===== src/rtl/clksel_req.sv =====
// clksel_req: initiator side of the CPU clock-switch handshake.
// Decodes each CPU access and asks the clock controller for the fast or slow clock.
// While a switch is in flight the CPU is stalled with rdy.
// After the last host access the slow clock is held for SLOW_HOLD CPU cycles.
//
// Ports:
//   hsclk_in       free-running high-speed clock (all flops on posedge)
//   rst_b          asynchronous active-low reset
//   cpuclk_in      CPU clock, sampled as data to find CPU cycle boundaries
//   addr[23:0]     CPU bank/address
//   vda, vpa       valid data / program address
//   map_ram        1: bank 0 is local RAM except pages FC..FE
//   hsclk_selected acknowledge from the clock controller (asynchronous)
//   hsclk_sel      registered fast-clock request
//   rdy            CPU ready (0 = stall)
//   slow_active    1 while in SLOW_REQ or SLOW
//   switch_err     sticky handshake-timeout flag
module clksel_req #(
  parameter int unsigned SLOW_HOLD  = 4,
  parameter int unsigned SW_TIMEOUT = 1023
) (
  input  logic        hsclk_in,
  input  logic        rst_b,
  input  logic        cpuclk_in,
  input  logic [23:0] addr,
  input  logic        vda,
  input  logic        vpa,
  input  logic        map_ram,
  input  logic        hsclk_selected,
  output logic        hsclk_sel,
  output logic        rdy,
  output logic        slow_active,
  output logic        switch_err
);

  typedef enum logic [1:0] {StFast, StSlowReq, StSlow, StFastReq} state_e;

  localparam logic [7:0]  HoldInit = 8'(SLOW_HOLD);
  localparam logic [15:0] ToMax    = 16'(SW_TIMEOUT);

  state_e      r_state;
  logic        r_sel;
  logic [7:0]  r_hold;
  logic [15:0] r_to_cnt;
  logic        r_err;
  logic        r_ack_meta, r_ack_s;
  logic        r_cpu_meta, r_cpu_s, r_cpu_d;

  logic w_valid, w_host_hit, w_cyc_stb, w_in_req;
  logic w_unused_addr;

  assign w_valid    = vda | vpa;
  assign w_host_hit = w_valid & ((addr[23:16] == 8'hFF) |
                                 ((addr[23:16] == 8'h00) &
                                  (!map_ram | (addr[15:8] >= 8'hFC && addr[15:8] <= 8'hFE))));
  assign w_unused_addr = ^addr[7:0];

  // One pulse per CPU cycle, on the rising edge of the synchronized CPU clock.
  assign w_cyc_stb = r_cpu_s & ~r_cpu_d;
  assign w_in_req  = (r_state == StSlowReq) || (r_state == StFastReq);

  always_ff @(posedge hsclk_in or negedge rst_b) begin
    if (!rst_b) begin
      r_ack_meta <= 1'b0;
      r_ack_s    <= 1'b0;
      r_cpu_meta <= 1'b0;
      r_cpu_s    <= 1'b0;
      r_cpu_d    <= 1'b0;
    end else begin
      r_ack_meta <= hsclk_selected;
      r_ack_s    <= r_ack_meta;
      r_cpu_meta <= cpuclk_in;
      r_cpu_s    <= r_cpu_meta;
      r_cpu_d    <= r_cpu_s;
    end
  end

  always_ff @(posedge hsclk_in or negedge rst_b) begin
    if (!rst_b) begin
      r_state  <= StSlow;
      r_sel    <= 1'b0;
      r_hold   <= HoldInit;
      r_to_cnt <= 16'd0;
      r_err    <= 1'b0;
    end else begin
      // Handshake watchdog: saturates at the limit, flag is sticky until reset.
      if (w_in_req && (r_to_cnt != ToMax)) begin
        r_to_cnt <= r_to_cnt + 16'd1;
        if (r_to_cnt == ToMax - 16'd1) r_err <= 1'b1;
      end
      unique case (r_state)
        StFast: begin
          if (w_host_hit) begin
            r_state  <= StSlowReq;
            r_sel    <= 1'b0;
            r_to_cnt <= 16'd0;
          end
        end
        StSlowReq: begin
          if (!r_ack_s) begin
            r_state <= StSlow;
            r_hold  <= HoldInit;
          end
        end
        StSlow: begin
          if (w_cyc_stb) begin
            if (w_host_hit) begin
              r_hold <= HoldInit;
            end else if (w_valid) begin
              if (r_hold == 8'd1) begin
                r_state  <= StFastReq;
                r_sel    <= 1'b1;
                r_to_cnt <= 16'd0;
              end
              if (r_hold != 8'd0) r_hold <= r_hold - 8'd1;
            end
          end
        end
        StFastReq: begin
          // No abort: a host access here waits until FAST is reached.
          if (r_ack_s) r_state <= StFast;
        end
      endcase
    end
  end

  assign hsclk_sel   = r_sel;
  assign slow_active = (r_state == StSlowReq) || (r_state == StSlow);
  assign switch_err  = r_err;
  assign rdy         = !(w_in_req || ((r_state == StFast) && w_host_hit));

endmodule


===== config.mk =====
export PLATFORM = sky130hd
export DESIGN_NAME = clksel_req
export DESIGN_NICKNAME = d
export VERILOG_FILES = /design/src/rtl/clksel_req.sv
export SDC_FILE = /design/constraint.sdc
export NUM_CORES = 1
export LEC_CHECK = 0
export ABC_CLOCK_PERIOD_IN_PS = 2210
export CAP_MARGIN = 20
export CORE_MARGIN = 2
export CORE_UTILIZATION = 40
export DETAILED_ROUTE_END_ITERATION = 16
export PLACE_DENSITY_LB_ADDON = 0.25
export SYNTH_ARGS = -nofsm -noshare
export SYNTH_HDL_FRONTEND = slang
export SYNTH_SLANG_ARGS = --single-unit

===== constraint.sdc =====
create_clock -name hsclk_in -period 2.21 [get_ports hsclk_in]
set_input_delay 0.663 -clock hsclk_in [delete_from_list [all_inputs] [get_ports hsclk_in]]
set_output_delay 0.663 -clock hsclk_in [all_outputs]
set_load 0.02 [all_outputs]

### Word level (Yosys, flattened, before mapping)

Cells that the tools add are included.

| word-level totals | value |
|---|---|
| input bits | 31 |
| memories | 0 |
| memory bits (read-only) | 0 |
| latch bits | 0 |
| RAM bits | 0 |
| bits in registers | 33 |
| logic and storage cells | 81 |
| output and inout bits | 4 |

| cells by class | value |
|---|---|
| shift-type cells | 0 |
| reductions and logical operators | 17 |
| bitwise gates (word level) | 7 |
| div/mod/pow operators | 0 |
| magnitude comparators | 2 |
| add/sub/neg operators | 2 |
| mux-type cells | 27 |
| multiply operators | 0 |
| eq/ne operators | 16 |

Operators by type and width:

| cell | number |
|---|---|
| $mux 16 | 6 |
| $mux 8 | 5 |
| $pmux 16 s2 | 1 |
| $add 16x1->16 const B | 1 |
| $eq 16x10->1 const B | 1 |
| $ne 16x10->1 const B | 1 |
| $pmux 8 s2 | 1 |
| $mux 2 | 7 |
| $ne 2x2->1 const B | 7 |
| $eq 8x1->1 const B | 1 |
| $eq 8x8->1 const B | 1 |
| $ge 8x8->1 const B | 1 |
| $le 8x8->1 const B | 1 |
| $logic_not 8->1 | 1 |
| $pmux 2 s4 | 1 |
| $reduce_bool 8->1 | 1 |
| $sub 8x1->8 const B | 1 |
| $reduce_and 7->1 | 1 |
| $ne 3x3->1 const B | 2 |
| $reduce_and 6->1 | 1 |
| $mux 1 | 5 |
| $reduce_and 5->1 | 1 |
| $eq 2x2->1 const B | 2 |
| $reduce_bool 2->1 | 2 |
| other kinds (10) | 19 |

### Logic depth before layout (Yosys ltp)

| depth | value |
|---|---|
| depth after elaboration | 9 |
| gate-level depth with buffers | 8 |
| gate-level depth less buffers | 8 |

### Least setup slack after synthesis

No wires, ideal clock.

| path | value |
|---|---|
| path kind | input to output |
| from | in addr[8] |
| to | out rdy |
| data required time | 1,547 ps |
| data arrival time | 1,606 ps |
| path slack | -59 ps |
| path buffers | 0 |
| stages on the path | 5 |
| cells stage by stage | and2_1 -> o31ai_2 -> a31oi_1 -> nor2_1 -> a21oi_1 |

| between the ends | value |
|---|---|
| word-level cells in the longest chain between the ends | 9 |
| elaborated cells on any way between the ends | 10 |
| classes of those cells | 2 x order compare; 4 x bitwise; 4 x reduce/logical |

Ends and longest elaborated chain:

| element | line | RTL |
|---|---|---|
| from (decl) | 25 | `input logic [23:0] addr,` |
| $ge 8x8->1 or $le 8x8->1 (tied branches) | 55 | `(!map_ram \| (addr[15:8] >= 8'hFC && addr[15:8] <= 8'hFE))));` |
| $logic_and 1x1->1 (*) | 55 |  |
| $or 1x1->1 (*) | 55 |  |
| $and 1x1->1 (*) | 54 | `((addr[23:16] == 8'h00) &` |
| $or 1x1->1 (*) | 53 | `assign w_host_hit = w_valid & ((addr[23:16] == 8'hFF) \|` |
| $and 1x1->1 (*) | 53 |  |
| $logic_and 1x1->1 (*) | 130 | `assign rdy = !(w_in_req \|\| ((r_state == StFast) && w_host_hit));` |
| $logic_or 1x1->1 (*) | 130 |  |
| $logic_not 1->1 (*) | 130 |  |
| to (decl) | 31 | `output logic rdy,` |

Every way passes the cells marked *; elsewhere a longest branch is shown, timed or not.

### Worst setup path in the final report

Ends and elaborated chain as after synthesis.

==> flow_metrics.tcl <==
set metrics [dict create \
    grt_pass1_vias 1552 \
    numCtsBuffers 5 \
    r2r-end "r_to_cnt[10]" \
    synth_area_leaders "dfrtp_1, ha_1, xor2_1" \
    antenna_found_initial 0 \
    yosys.area_share.simple_pct 24.3 \
    rsz0062_at_grt "yes" \
    path_cells "buf_6 -> and2_4 -> o31ai_4 -> a31oi_4 -> nor2_2 -> a21oi_2 -> buf_4" \
    vias 1582 \
    cp-start-kind "primary input" \
    fp.dieW_um 73.5 \
    synth.distinct_cells 51 \
    htreeDepth 2 \
    synth_most_common_cell "dfrtp_1" \
    die_area_sq_um 5390 \
    critPathMaxFanout 2 \
    drt_iter0_markers 71 \
    cts_tree "built" \
    total_power_mw 1.51 \
    slew_viol_final 0 \
    final_cells 308 \
    routed_wl_um 4040 \
    crit_family "compound AO/OA/AOI/OAI gates" \
    cts.sinks 33 \
    chipHeight_um 73.5 \
    grt_pass1_wl_um 6780 \
    drc 0 \
    post-place-cells 296 \
    netlist.area_leader.share_pct 40.2 \
    synth_top_family_by_area "simple AND/OR/NAND/NOR gates" \
    maxCapViolCount 0 \
    io_buffers 26 \
    required_ps 1550 \
    synth_edf_count 0 \
    vias_per_cell 5.14 \
    synth_mux_area_share_pct 2.14 \
    core-area_sq_um 4690 \
    ys_ff_latch 33 \
    synth_xor_area_share_pct 6.36 \
    worst-path-buf-inv 2 \
    r2r_slack_ps 120 \
    hold_end "r_ack_s" \
    cts-root-buf "clkbuf_8" \
    cts_max_path_buffers 2 \
    rows 25 \
    violations "setup timing" \
    wl_per_cell_um 13.1 \
    period_share_pct 104 \
    syn2layout_area_growth_pct 32.2 \
    grtUsageTotal_pct 16.0 \
    synth_common_cells "dfrtp_1, nand2_1, nor2_1" \
    r2r_start "r_state[1]" \
    ant_nets 0 \
    syn_area_per_cell_sq_um 9.79 \
    irDropWorstVdd_uv 434 \
    crit_type "primary input to output pin" \
    diodes 0 \
    yosysSeqAreaShare_pct 42.9 \
    grt_start_max_net_pins 34 \
    syn_inst 197 \
    worstMarginPinSlew_ps 417 \
    power_density_nw_per_um2 591 \
    place.gp.congestion 0.841 \
    leakage_nw 1.16 \
    grt_overflow 0 \
    path_clk_slew_ps 70 \
    synth-adder-area-share_pct 5.84 \
    synth_compound_area_share_pct 14.8 \
    clk_latency_ps 280 \
    synth_ff_type "dfrtp_1" \
    nets 293 \
    skew_ps 9.92 \
    critPathMaxStageDelay_ps 290 \
    slew_headroom_pct 72.2 \
    start_util_pct 41.1 \
    final_hold_viol_count 0 \
    ios 35 \
    arrival_ps 1640 \
    clock.fmax_mhz 434 \
    hold_depth 0 \
    reg2regPathDepth 9 \
    first_pass_iters 4 \
    synth.cell_area_sq_um 1930 \
    hp-start "r_ack_meta" \
    setup_viol_count_final 1 \
    period_minus_slack_ps 2300 \
    critPathCaptureType "output pin" \
    cp_slowest_cell "o31ai_4" \
    syn-num-nets 237 \
    ys_warn_count 0 \
    holdCritPathClass "flop to flop" \
    layout_setup_ws_ps -93.7 \
    dp_hpwl_um 2910 \
    async_flop_share_pct 100 \
    drive_gt1_share_pct 36.6 \
    status "finished with violations" \
    synth_top_area_cell "dfrtp_1" \
]
## state kept, by name, indices dropped and copies added, names as in the netlist
name,cells
r_to_cnt,16
r_hold,8
r_state,2
hsclk_sel,1
r_ack_meta,1
r_ack_s,1
r_cpu_d,1
r_cpu_meta,1
r_cpu_s,1
switch_err,1
## where the power goes
group	internal (mW)	switching, mW
Sequential	0.680	0.0625
Combinational	0.153	0.176
Clock	0.217	0.219
## per-stage QoR
step / setup slack [ps] / TNS [ps] / utilization (%) / hold WS, ps / instance area, sq um
floorplan: 17.2 / 0 / - / 331 / 1950
global placement: -827 / -10060 / 51.1 / 332 / 2400
CTS: -146 / -146 / 53.4 / 359 / 2510
detailed placement: -857 / -10660 / 51.1 / 343 / 2400
finish: -93.7 / -93.7 / 54.3 / 356 / 2550
global route: -138 / -200 / 54.3 / 361 / 2550
## cell families (layout without fill, tap and decap cells)
logic type,Yosys count,count (layout)
AOI/OAI and AO/OA,41,41
buffers and inverters,12,69
and+or+nand+nor,84,84
DFF,33,33
adders and majority gates,9,9
muxes,4,4
xor gates and xnor gates,14,14
## worst max-delay path by stage
stage	start	slack [ps]	depth (start not counted)	endpoint
3_3_place_gp	addr[17]	-830	7	rdy
2_1_floorplan	addr[8]	20	6	r_state[1]
6_report	addr[8]	-90	7	rdy
5_1_grt	addr[16]	-140	7	rdy
3_5_place_dp	addr[8]	-860	7	rdy
4_1_cts	addr[11]	-150	7	rdy
## layout by cell type (no fill, tap or decap), drive strengths merged, types with 3 or more instances in the layout
| master | synthesis | routed |
|---|---|---|
| buf | 1 | 37 |
| mux2i | 3 | 3 |
| ha | 9 | 9 |
| a21oi | 7 | 7 |
| inv | 10 | 10 |
| nor4 | 4 | 4 |
| and3 | 4 | 4 |
| nand4 | 5 | 5 |
| dfrtp | 31 | 31 |
| a31oi | 6 | 6 |
| nor3 | 3 | 3 |
| nand2 | 20 | 20 |
| nand3 | 4 | 4 |
| nor2 | 27 | 27 |
| clkbuf | 1 | 9 |
| xnor2 | 5 | 5 |
| xor2 | 9 | 9 |
| clkdlybuf4s50 | 0 | 7 |
| or2 | 5 | 5 |
| o21ai | 13 | 13 |
## area by class of cell
class | count | area [sq um]
flip-flops and latches | 33 | 828
well taps | 54 | 67.6
fillers | 427 | 2140
multi-input cells | 152 | 1130
clock buffers | 5 | 68.8
inverters | 10 | 37.5
clock inverters | 3 | 17.5
repair buffers | 51 | 397
## metal layers
metal  GRT usage, %  wire length, um  up-vias
met5              0                0        -
met4           4.85               25        0
met3           3.16              158        2
met2           27.9             1980       37
met1           20.0             1880      732
li1               -                -      811
## what timing repair did
item,in CTS,in global routing
pin swaps,11,12
buffers inserted,2,2
endpoints found under the setup margin,23,9
gates resized for setup,60,22
hold buffers,0,0
No activity file was read; power rests on OpenSTA's default activity.
